`src/rtl/vga_lock_code_entry.sv`:
```
// ---------------------------------------------------------------------------
// vga_lock_code_entry
//
// Button-driven passcode entry and lock controller. Four raw push-buttons
// are synchronised and debounced, then turned into single-cycle press pulses.
// The user edits one hex digit at a time; after the fourth digit is committed
// the entered code is compared against the stored passcode. Repeated failures
// lead to a timed lockout. While unlocked, the passcode can be reprogrammed.
//
// Ports
//   clk          : system clock, rising edge
//   rst_n        : synchronous active-low reset
//   btn_up       : raw button, increment current digit
//   btn_down     : raw button, decrement current digit
//   btn_enter    : raw button, commit current digit
//   btn_clear    : raw button, abort entry / relock
//   set_mode     : level switch, selects programming while unlocked
//   digit_nibble : value of the digit being edited (to the hex converter)
//   digit_index  : position being edited, 0 = most significant
//   entered_code : committed digits, digit k at [15-4k:12-4k]
//   unlocked     : high in UNLOCKED and PROGRAM
//   locked_out   : high in LOCKOUT
//   attempt_fail : one-cycle pulse on each failed check
//   fsm_state    : current state encoding (debug / display)
//
// Press pulses are single-cycle strobes; only the highest-priority one
// (clear > enter > up > down) acts in a given cycle. A press arriving in a
// state that does not use it is dropped, never queued.
// ---------------------------------------------------------------------------
module vga_lock_code_entry #(
   parameter int          DEBOUNCE_CYCLES = 250000,
   parameter int          MAX_ATTEMPTS    = 3,
   parameter int          LOCKOUT_CYCLES  = 50000000,
   parameter logic [15:0] DEFAULT_CODE    = 16'h1234
) (
   input  logic        clk,
   input  logic        rst_n,
   input  logic        btn_up,
   input  logic        btn_down,
   input  logic        btn_enter,
   input  logic        btn_clear,
   input  logic        set_mode,
   output logic [3:0]  digit_nibble,
   output logic [1:0]  digit_index,
   output logic [15:0] entered_code,
   output logic        unlocked,
   output logic        locked_out,
   output logic        attempt_fail,
   output logic [2:0]  fsm_state
);

   localparam int DW = $clog2(DEBOUNCE_CYCLES + 1);
   localparam int TW = (LOCKOUT_CYCLES > 1) ? $clog2(LOCKOUT_CYCLES) : 1;

   localparam logic [DW-1:0] DB_MAX   = DW'(DEBOUNCE_CYCLES);
   localparam logic [TW-1:0] LOCK_LD  = TW'(LOCKOUT_CYCLES - 1);
   localparam logic [2:0]    MAX_FAIL = 3'(MAX_ATTEMPTS);

   typedef enum logic [2:0] {
      ST_ENTRY    = 3'd0,
      ST_CHECK    = 3'd1,
      ST_UNLOCKED = 3'd2,
      ST_PROGRAM  = 3'd3,
      ST_LOCKOUT  = 3'd4
   } state_t;

   // Button vector order: 0 up, 1 down, 2 enter, 3 clear
   logic [3:0]    raw_btn;
   logic [3:0]    sync_a;
   logic [3:0]    sync_b;
   logic [3:0]    db_level;
   logic [3:0]    db_level_q;
   logic [DW-1:0] db_cnt [4];
   logic [3:0]    press;

   assign raw_btn = {btn_clear, btn_enter, btn_down, btn_up};

   // Counter saturates at DB_MAX; the level rises on the count reaching
   // DB_MAX and drops on the first low synchronised sample.
   always_ff @(posedge clk) begin
      if (!rst_n) begin
         sync_a     <= '0;
         sync_b     <= '0;
         db_level   <= '0;
         db_level_q <= '0;
         for (int i = 0; i < 4; i++) db_cnt[i] <= '0;
      end else begin
         sync_a     <= raw_btn;
         sync_b     <= sync_a;
         db_level_q <= db_level;
         for (int i = 0; i < 4; i++) begin
            if (!sync_b[i]) begin
               db_cnt[i]   <= '0;
               db_level[i] <= 1'b0;
            end else if (db_cnt[i] != DB_MAX) begin
               db_cnt[i] <= db_cnt[i] + DW'(1);
               if (db_cnt[i] == DB_MAX - DW'(1)) db_level[i] <= 1'b1;
            end
         end
      end
   end

   assign press = db_level & ~db_level_q;

   // Priority resolution: only one action per cycle
   logic act_clear, act_enter, act_up, act_down;
   assign act_clear = press[3];
   assign act_enter = press[2] & ~press[3];
   assign act_up    = press[0] & ~press[2] & ~press[3];
   assign act_down  = press[1] & ~press[0] & ~press[2] & ~press[3];

   state_t        state;
   logic [15:0]   stored_code;
   logic [2:0]    attempt_cnt;
   logic [TW-1:0] lock_timer;
   logic [15:0]   committed_code;

   // entered_code with the current nibble written into the active slot
   always_comb begin
      committed_code = entered_code;
      case (digit_index)
         2'd0:    committed_code[15:12] = digit_nibble;
         2'd1:    committed_code[11:8]  = digit_nibble;
         2'd2:    committed_code[7:4]   = digit_nibble;
         default: committed_code[3:0]   = digit_nibble;
      endcase
   end

   always_ff @(posedge clk) begin
      if (!rst_n) begin
         state        <= ST_ENTRY;
         digit_nibble <= '0;
         digit_index  <= '0;
         entered_code <= '0;
         stored_code  <= DEFAULT_CODE;
         attempt_cnt  <= '0;
         lock_timer   <= '0;
         attempt_fail <= 1'b0;
      end else begin
         attempt_fail <= 1'b0;
         case (state)
            ST_ENTRY, ST_PROGRAM: begin
               if (act_clear) begin
                  digit_nibble <= '0;
                  digit_index  <= '0;
                  entered_code <= '0;
                  if (state == ST_PROGRAM) state <= ST_UNLOCKED;
               end else if (act_enter) begin
                  digit_nibble <= '0;
                  if (digit_index == 2'd3) begin
                     if (state == ST_PROGRAM) begin
                        stored_code  <= committed_code;
                        entered_code <= '0;
                        digit_index  <= '0;
                        state        <= ST_UNLOCKED;
                     end else begin
                        // Full code is held for the compare in CHECK
                        entered_code <= committed_code;
                        state        <= ST_CHECK;
                     end
                  end else begin
                     entered_code <= committed_code;
                     digit_index  <= digit_index + 2'd1;
                  end
               end else if (act_up) begin
                  digit_nibble <= digit_nibble + 4'd1;
               end else if (act_down) begin
                  digit_nibble <= digit_nibble - 4'd1;
               end
            end

            ST_CHECK: begin
               digit_nibble <= '0;
               digit_index  <= '0;
               entered_code <= '0;
               if (entered_code == stored_code) begin
                  attempt_cnt <= '0;
                  state       <= ST_UNLOCKED;
               end else begin
                  attempt_fail <= 1'b1;
                  attempt_cnt  <= attempt_cnt + 3'd1;
                  if (attempt_cnt + 3'd1 == MAX_FAIL) begin
                     lock_timer <= LOCK_LD;
                     state      <= ST_LOCKOUT;
                  end else begin
                     state <= ST_ENTRY;
                  end
               end
            end

            ST_UNLOCKED: begin
               if (act_clear) begin
                  state <= ST_ENTRY;
               end else if (act_enter && set_mode) begin
                  digit_nibble <= '0;
                  digit_index  <= '0;
                  entered_code <= '0;
                  state        <= ST_PROGRAM;
               end
            end

            ST_LOCKOUT: begin
               if (lock_timer == '0) begin
                  attempt_cnt <= '0;
                  state       <= ST_ENTRY;
               end else begin
                  lock_timer <= lock_timer - TW'(1);
               end
            end

            default: state <= ST_ENTRY;
         endcase
      end
   end

   assign fsm_state  = state;
   assign unlocked   = (state == ST_UNLOCKED) || (state == ST_PROGRAM);
   assign locked_out = (state == ST_LOCKOUT);

endmodule

```
`config.mk`:
```
export PLATFORM = sky130hd
export DESIGN_NAME = vga_lock_code_entry
export DESIGN_NICKNAME = d
export VERILOG_FILES = /design/src/rtl/vga_lock_code_entry.sv
export SDC_FILE = /design/constraint.sdc
export NUM_CORES = 1
export LEC_CHECK = 0
export BUFFER_PORTS_ARGS = -buffer_cell sky130_fd_sc_hd__buf_2
export CELL_PAD_IN_SITES_DETAIL_PLACEMENT = 1
export CELL_PAD_IN_SITES_GLOBAL_PLACEMENT = 2
export CORE_MARGIN = 3
export CORE_UTILIZATION = 36
export CTS_BUF_LIST = sky130_fd_sc_hd__clkbuf_8 sky130_fd_sc_hd__clkbuf_16
export DETAILED_ROUTE_END_ITERATION = 16
export GPL_TIMING_DRIVEN = 0
export PLACE_DENSITY_LB_ADDON = 0.1
export SYNTH_ARGS = -nofsm -noshare
export SYNTH_HDL_FRONTEND = slang
export SYNTH_SLANG_ARGS = --single-unit
```
`constraint.sdc`:
```
create_clock -name clk -period 2.41 [get_ports clk]
set_clock_uncertainty 0.1 [all_clocks]
set_input_delay 0.1205 -clock clk [delete_from_list [all_inputs] [get_ports clk]]
set_output_delay 0.1205 -clock clk [all_outputs]
set_load 0.02 [all_outputs]
```
; Word level (Yosys, flattened, before mapping)
; Memories as Yosys holds them, arrays and structs flattened.
; Cells that the tools add are included.
[word_totals]
word_cells = 178
ff_bits = 87
input_bits = 7
ramBits = 72
n_memories = 1
output_inout_bits = 28
[mem_list]
columns = name, words, word_bits, rd, rd_ports_with_merged_regs, write_ports, line_no
row1 = db_cnt, 4, 18, 4, 0, 4, 73  ; logic [DW-1:0] db_cnt [4];
[op_classes]
bitwise = 19
muxes = 80
add_sub_neg = 9
n_eq_ne = 29
reduce_logical = 25
[ops]
columns = op, count
row1 = two-way mux 18 bit, 8
row2 = two-way mux 16 bit, 6
row3 = two-way mux 26 bit, 3
row4 = adder 18 x 1 -> 18 bit (second input constant), 4
row5 = equality test 18 bit (second input constant), 4
row6 = inequality test 18 bit (second input constant), 4
row7 = one-hot mux 26 bit (2 select lines), 1
row8 = one-hot mux 16 bit (3 select lines), 1
row9 = two-way mux 4 bit, 10
row10 = two-way mux 1 bit, 30
row11 = two-way mux 3 bit, 10
row12 = zero test 26 bit, 1
row13 = subtractor 26 x 1 -> 26 bit (second input constant), 1
row14 = AND reduction 2 bit, 10
row15 = equality test 16 bit, 1
row16 = AND reduction 5 bit, 3
row17 = two-way mux 2 bit, 7
row18 = inequality test 3 bit (second input constant), 4
row19 = one-hot mux 3 bit (4 select lines), 1
row20 = one-hot mux 4 bit (3 select lines), 1
row21 = AND reduction 4 bit, 3
row22 = inequality test 2 bit (second input constant), 5
row23 = equality test 3 x 2 -> 1 bit (second input constant), 3
row24 = OR 1 bit, 8
row25 = 25 further kinds, 33

; Longest topological paths before layout
; Gate-level depths: netlist (run 1).
[logic_depth]
depth_word = 11
ltp_mapped = 9
ltp_nobuf = 9

; Worst setup path after synthesis (run 1)
; No wires, ideal clock.
[synth_timing]
path_kind = reg2reg
from = mem db_cnt[2][8] in the netlist's numbering
to = mem db_cnt[2][0] in the netlist's numbering (enable)
setup_time_ns = 0.434
period_less_slack_ns = 2.393
path_buffers = 0
path_slack_ns = 0.017
stages_incl_launch_ff = 5
required_time_ns = 1.876
arrival_time_ns = 1.859
path_cell_list = edfxtp_1 -> or4b_1 -> nor4b_1 -> and2_1 -> nand3_1
[synth_rtl]
columns = element, line_no
row1 = from (decl), 73

==> summary.md, run 1 <==
| Metric | Value |
|---|---|
| Outcome | completed |
| Setup Viol. Count Final | 0 |
| Fraction of registers with async set/reset | 0% |
| Final core occ | 42.9% |
| Synth Flop Type | dfxtp_1 |
| Area of the multi-input gates | 4000 µm² |
| Die Wd | roughly 160 µm |
| Largest net degree at the start of global routing | 19 |
| H-tree levels | 4 |
| Core area | 21900 µm² |
| Max_slew headroom | a little over two fifths |
| Post-route minimum period | 2320 ps |
| EDFF count, synth | 72 |
| Sequential Area | 3900 µm² |
| Post-Syn Area | ~8000 µm² |
| CP required | around 2500 ps |
| Hold Crit Class | in -> reg |
| # nets final | 929 |
| Worst slew pin tran | 866 ps |
| Final Max Slew Viols | 0 |
| Total track usage | 17.1% |
| Leak Pwr | 0.00335 µW |
| Post-route setup slack | 89.2 ps |
| GPL Wtd Cong | approximately 0.79 |
| DR pass1 iterations | 4 |
| Nature of the critical path endpoint | flip-flop |
| WP data arrival | around 2400 ps |
| Worst VDD drop | 0.399 mV |
| Clock sinks | 159 |
| Period utilisation layout | 96.3% |
| Worst-Skew Late Latency | 420 ps |
| Slowest cell on crit path | or4b_1 |
| Io pins | 35 |
| Reg clk slew, reported paths | roughly 60 ps |
| Die Area | 24100 µm² |
| DP Worst Slack | -643 ps |
| RSZ-0062 raised after global routing | true |
| Area leader, netlist | edfxtp_1 |
| CTS Buf Count | 17 |
| Total gr overflow | 0 |
| Mapped Nets | approximately 870 |
| Post-route total power | 5600 µW |
| Worst Setup Start Kind | flip-flop |
| Final Hold Vio Count | 0 |
| Average size of a mapped cell | between 9 and 10 µm² |
| Layout cells sized above 1 | 12.6% |
| Total Routed Length | 20300 µm |
| Busiest grt layer | met2 |
| Maxcap violations | 0 |
| Die Height | around 160 µm |
| Power Density | 595 nW/µm² |
| Met2 Use GR | 29.9% |
| Clock tree buffer depth | 2 |
| Most frequent cells in the layout | 159 x nor2_1, 87 x dfxtp_1, 72 x edfxtp_1 |
| Max Clk Rate | 431 MHz |
| Post-synthesis cell type count | 65 |
| Initial antenna violation count | 1 |
| FF+latch count, synth | 159 |
| Yosys top cell area share | 26.9% |
| Avg WL per Cell | 16.9 µm |
| Post-Syn Instances | 841 |
| Vias in the first global route | 6566 |
| CP max stage delay | 580 ps |
| Crit-path max FO | 10 |
| Fillers | roughly 2500 |
| Buffers added on ports | 34 |
| DRC Markers | 0 |
| Post-DP HPWL | 14400 µm |
| Vias | 6176 |
| Leading cell type in the layout, fill and taps excluded | nor2_1 |
| Grt met1 use | 21.7% |
| Starting DRT DRC Count | 239 |
| CP cell instances | or4b_1 > nor4b_4 > and2_4 > or2_1 > buf_4 > buf_6 > nor2_1 |
| CTS tree | done |
| Dominant cells by area after synthesis | edfxtp_1 27%, dfxtp_1 22%, nor2_1 7.5% |
| Synth-to-layout area growth | 17.0% |
| Via density | 5.16 |
| Core Rows | 54 |
| Routed Antenna Nets | 0 |
| Seq/Total Area, Yosys | 48.6% |
| First-pass GRT wire length | 33500 µm |
| Setup TNS | 0 ps |
| Yosys warning total | 0 |
| Root cell of the clock tree | clkbuf_16 |
| CP Class | reg -> reg |
| Met3 usage | 3.25% |
| Initial core utilization | 36.7% |
[critical path, delay by kind of cell (launching register included)]
family / cells / cell delay [ps]
buf+inv: 2 / 310
flops: 1 / 430
simple gates: 5 / 1220
[cell usage after synthesis (15+ instances only)]
| library cell | count |
|---|---|
| nor2_1 | 160 |
| dfxtp_1 | 87 |
| edfxtp_1 | 72 |
| nand2_1 | 59 |
| xor2_1 | 53 |
| xnor2_1 | 51 |
| nand3_1 | 36 |
| a21oi_1 | 33 |
| inv_1 | 30 |
| clkbuf_1 | 20 |
| nand4_1 | 20 |
| mux2i_1 | 18 |
| ha_1 | 17 |
| a22oi_1 | 16 |
| and2_1 | 16 |
| nor3_1 | 16 |
| o21ai_0 | 15 |
[worst paths after layout]
| kind | end | start | depth (start not counted) | slack [ps] |
|---|---|---|---|---|
| setup / recovery | db_cnt[2][9] | db_cnt[2][10] | 7 | 90 |
| hold reg to reg | sync_b[3] | sync_a[3] | 1 | 330 |
| setup reg to reg | db_cnt[2][9] | db_cnt[2][10] | 7 | 90 |
| hold / removal | fsm_state[0] | set_mode | 3 | 100 |
[report_power, final]
group          total, µW  internal (µW)  switching [µW]
Sequential          2810           2800            7.76
Clock               2710           1590            1120
Combinational       79.4           25.5            53.8
[per-layer routing]
metal	wire length, µm	share of wire, %
met1	9530	47
met2	10200	50
met3	366	1.8
met4	231	1.1
met5	0	0
[timing repair]
item	4_1_cts	5_1_grt
endpoints found under the setup margin	138	105
hold endpoints to repair	9	0
buffers inserted	7	4
hold buffers	5	0
resized for setup	15	16
pin swaps	2	2
[state kept, by name, indices dropped and copies added, names as in the netlist]
register	flops
sync_a	4
digit_nibble	4
lock_timer	26
db_level_q	4
attempt_cnt	3
entered_code	16
digit_index	2
attempt_fail	1
fsm_state	3
sync_b	4
stored_code	16
db_cnt	72
db_level	4
[kinds of logic after synthesis]
kind of cell             after synthesis  share of synthesized area [%]
AO/OA/AOI/OAI                         92                           7.46
XOR/XNOR                             104                           11.3
adder cells (fa/ha/maj)               18                           2.90
buffers and inverters                 65                           3.33
flip-flops                           159                           48.6
multiplexers                          19                           2.38
AND/OR/NAND/NOR                      384                           24.0
[metrics by stage]
step / area, µm² / hold slack [ps] / cells
after floorplan: 8030 / 148 / 841
after detailed placement: 8550 / 232 / 1155
after CTS: 9310 / 65.7 / 1196
final: 9400 / 97.4 / 1198
after global placement: 8550 / 230 / 1155
after global routing: 9400 / 82.5 / 1198
[layout make-up]
class	count	area share (%)
antenna	1	0.0266
buffer	27	1.42
clock buffer	21	5.35
clock inverter	11	0.932
inverter	32	1.28
multi-input combinational	617	42.5
sequential	159	41.5
tap	280	3.73
timing repair buffer	50	3.22
(Power assumes the default switching activity.)
==> run 2, diff against run 1 <==
Settings changed: ABC_AREA set to 1, CORE_UTILIZATION 36 to 33.
==> summary.md, run 2 <==
| Metric | Value |
|---|---|
| Outcome | completed |
| Max Clk Rate | 455 MHz (+5.6%) |
| Crit. Startpoint | db_cnt[2][9] |
| Top post-synthesis cells by count | 285 x nand2_1, 167 x inv_1, 156 x nor2_1 |
| Slowest cell on crit path | edfxtp_1 |
| Core area | 27300 µm² (+25%) |
| Area of the multi-input gates | 4550 µm² (+14%) |
| Nature of the critical path endpoint | flip-flop |
| Hold Crit Start | set_mode |
| CP required | 2500 ps (about the same) |
| Total track usage | 18.0% (+0.87 points) |
| Hold Crit Class | in -> reg |
| Die Wd | 174 µm (+12%) |
| Bufs and invs on worst path | 2 (unchanged) |
| Top flop regs | db_cnt (72), lock_timer (26) |
| # nets final | 1352 (+46%) |
| Worst slew pin tran | 686 ps (-180 ps) |
| Leak Pwr | 0.00435 µW (+30%) |
| Maxcap violations | 0 (unchanged) |
| Mapped Nets | 1293 (+49%) |
| Worst-Skew Late Latency | 440 ps (+20 ps) |
| Final Max Slew Viols | 0 (unchanged) |
| CP Class | reg -> reg |
| Post-synthesis cell type count | 48 (-26%) |
| Starting DRT DRC Count | 309 (+29%) |
| H-tree levels | 4 (unchanged) |
| Sequential Area | 3900 µm² (unchanged) |
| CP delay by family, top | simple AND/OR/NAND/NOR gates |
| Post-Syn Instances | 1268 (+51%) |
| Clock sinks | 159 (unchanged) |
| Synth-to-layout area growth | 14.7% |
| RSZ-0062 raised after global routing | false |
| GPL Wtd Cong | 0.810 (+2.3%) |
| Synth Flop Type | dfxtp_1 |
| CTS Buf Count | 17 (unchanged) |
| Vias in the first global route | 8651 (+32%) |
| Avg WL per Cell | 15.3 µm (-9.4%) |
| Crit path top cell by count | nand2_1 |
| Critical R2R Launch | db_cnt[2][9] |
| Io pins | 35 (unchanged) |
| Routed Antenna Nets | 0 (unchanged) |
| Clock tree buffer depth | 2 (unchanged) |
| Core Rows | 60 (+11%) |
| Via density | 4.84 (-6.1%) |
| First-pass GRT wire length | 44600 µm (+33%) |
| Vias | 8289 (+34%) |
| Crit-path max FO | 10 (unchanged) |
| Buffers added on ports | 34 (unchanged) |
| Dominant cells by area after synthesis | edfxtp_1 23%, dfxtp_1 19%, nand2_1 11% |
| Area leader, netlist | edfxtp_1 |
| Worst VDD drop | 0.477 mV (+20%) |
| Average size of a mapped cell | 7.34 µm² (-23%) |
| Fraction of registers with async set/reset | 0% (unchanged) |
| Die Height | 174 µm (+12%) |
| FF+latch count, synth | 159 (unchanged) |
| WP data arrival | 2290 ps (-110 ps) |
| Post-route minimum period | 2200 ps (-123 ps) |
| Most frequent cells in the layout | 283 x nand2_1, 167 x inv_1, 155 x nor2_1 |
| Yosys top cell area share | 23.2% (-3.7 points) |
| Layout cells sized above 1 | 12.2% (-0.41 points) |
| Worst Setup Start Kind | flip-flop |
| Leading cell type in the layout, fill and taps excluded | nand2_1 |
| CP cell instances | inv_2 > nand4_1 > nor4_2 > nand2_1 > nand2_1 > buf_4 > a21oi_1 |
| Post-route setup slack | 212 ps (+123 ps) |
| Post-Syn Area | 9310 µm² (+16%) |
| Area after DPL | 9940 µm² (+16%) |
| Reg with most FFs | db_cnt |
| EDFF count, synth | 72 (unchanged) |
| Post-route cell area | 10700 µm² (+14%) |
| Largest net degree at the start of global routing | 19 (unchanged) |
| Fillers | 3489 (+41%) |
| Top-count cell post-synth | nand2_1 |
| Reg clk slew, reported paths | 70 ps (about the same) |
| DP Worst Slack | -228 ps (+415 ps) |
| Period utilisation layout | 91.2% (-5.1 points) |
| # diodes | 0 (-1) |
| Initial core utilization | 34.1% (-2.6 points) |
| Post-route total power | 5940 µW (+6.2%) |
| Power Density | 557 nW/µm² (-6.5%) |
| DR pass1 iterations | 4 (unchanged) |
| Die Area | 30300 µm² (+25%) |
| Final core occ | 39.1% (-3.9 points) |
| Seq/Total Area, Yosys | 41.9% (-6.7 points) |
| Initial antenna violation count | 0 (-1) |
| Root cell of the clock tree | clkbuf_16 |
| Max_slew headroom | 54.3% (+12 points) |
| Total gr overflow | 0 (unchanged) |
| Final Hold Vio Count | 0 (unchanged) |
| Max reg flops | 72 (unchanged) |
| Yosys warning total | 0 (unchanged) |
| DRC Markers | 0 (unchanged) |
| Total Routed Length | 26300 µm (+29%) |
| CTS tree | done |
| Post-DP HPWL | 19600 µm (+36%) |
| CP max stage delay | 450 ps (-130 ps) |
| Setup Viol. Count Final | 0 (unchanged) |
[run 2: changes by cell type in the layout (fill, tap and decap cells not counted), moves of 15 or more]
cell     previous run  this run
mux2i_1            18         0
nand4_1            20        38
o21ai_1             3        20
a21oi_1            33       103
inv_1              33       167
a22oi_1            16         0
nand3_1            32        94
nand2_1            59       283
nor3_1             14        38
xnor2_1            51         8
xor2_1             53        18
and2_1             15         0
[run 2: worst min-delay path, stage by stage]
cell and delay (ps):
buf_2 100, nand2_1 80, a21oi_1 70, nand2_1 80
nor2_1 50, nand3_1 60, a21oi_1 60
[run 2: worst paths after layout]
path / endpoint / slack, ps / cells after the start
setup / recovery: db_cnt[2][7] / 210 / 7
hold / removal: fsm_state[0] / 110 / 7
setup reg to reg: db_cnt[2][7] / 210 / 7
hold reg to reg: sync_b[1] / 320 / 2
[run 2: power by group]
group	internal [µW]	switching [µW]	leakage (µW)
sequential	2800	4.19	0.00159
clock	1770	1280	0.000315
combinational	24.0	61.3	0.00245
total	4600	1340	0.00435
[run 2: per-layer routing]
metal  vias up  GRT usage [%]  routed length, µm  part of all wire (%)
met2        55           30.9              12500                    48
met3        14           2.56                433                   1.6
li1       4257              -                  -                     -
met1      3963           24.1              13100                    50
met4         0           3.92                251                  0.96
met5         -              0                  0                     0
[run 2: what timing repair did]
item                                    in CTS  in global routing
gates cloned                                 0                  0
pin swaps                                    1                  1
buffers inserted                             0                  1
endpoints found under the setup margin      72                 57
gates resized for setup                      4                  7
hold buffers                                 5                  0
hold endpoints to repair                     7                  0
[run 2: kinds of logic (layout without fill, tap and decap cells)]
| kind of cell | after synthesis | in the layout | share of synthesized area (%) |
|---|---|---|---|
| DFF | 159 | 159 | 41.9 |
| and+or+nand+nor | 691 | 691 | 34.5 |
| adders and majority gates | 18 | 18 | 2.50 |
| xor gates and xnor gates | 26 | 26 | 2.45 |
| AOI/OAI and AO/OA | 163 | 163 | 9.11 |
| buffers and inverters | 211 | 283 | 9.52 |
[run 2: final cells by class]
class | count | share of cell area [%]
Clock buffer | 17 | 3.98
Clock inverter | 15 | 2.05
Multi-Input combinational cell | 898 | 42.6
Tap cell | 372 | 4.36
Timing Repair Buffer | 40 | 2.13
Inverter | 180 | 6.33
Buffer | 31 | 1.99
Sequential cell | 159 | 36.6
[run 2: metrics by stage]
| step | hold slack (ps) | std cells | TNS, ps |
|---|---|---|---|
| after floorplan | 118 | 1268 | 0 |
| after global placement | 217 | 1674 | -7200 |
| after detailed placement | 219 | 1674 | -10590 |
| after CTS | 95.3 | 1711 | 0 |
| after global routing | 165 | 1712 | 0 |
| final | 115 | 1712 | 0 |
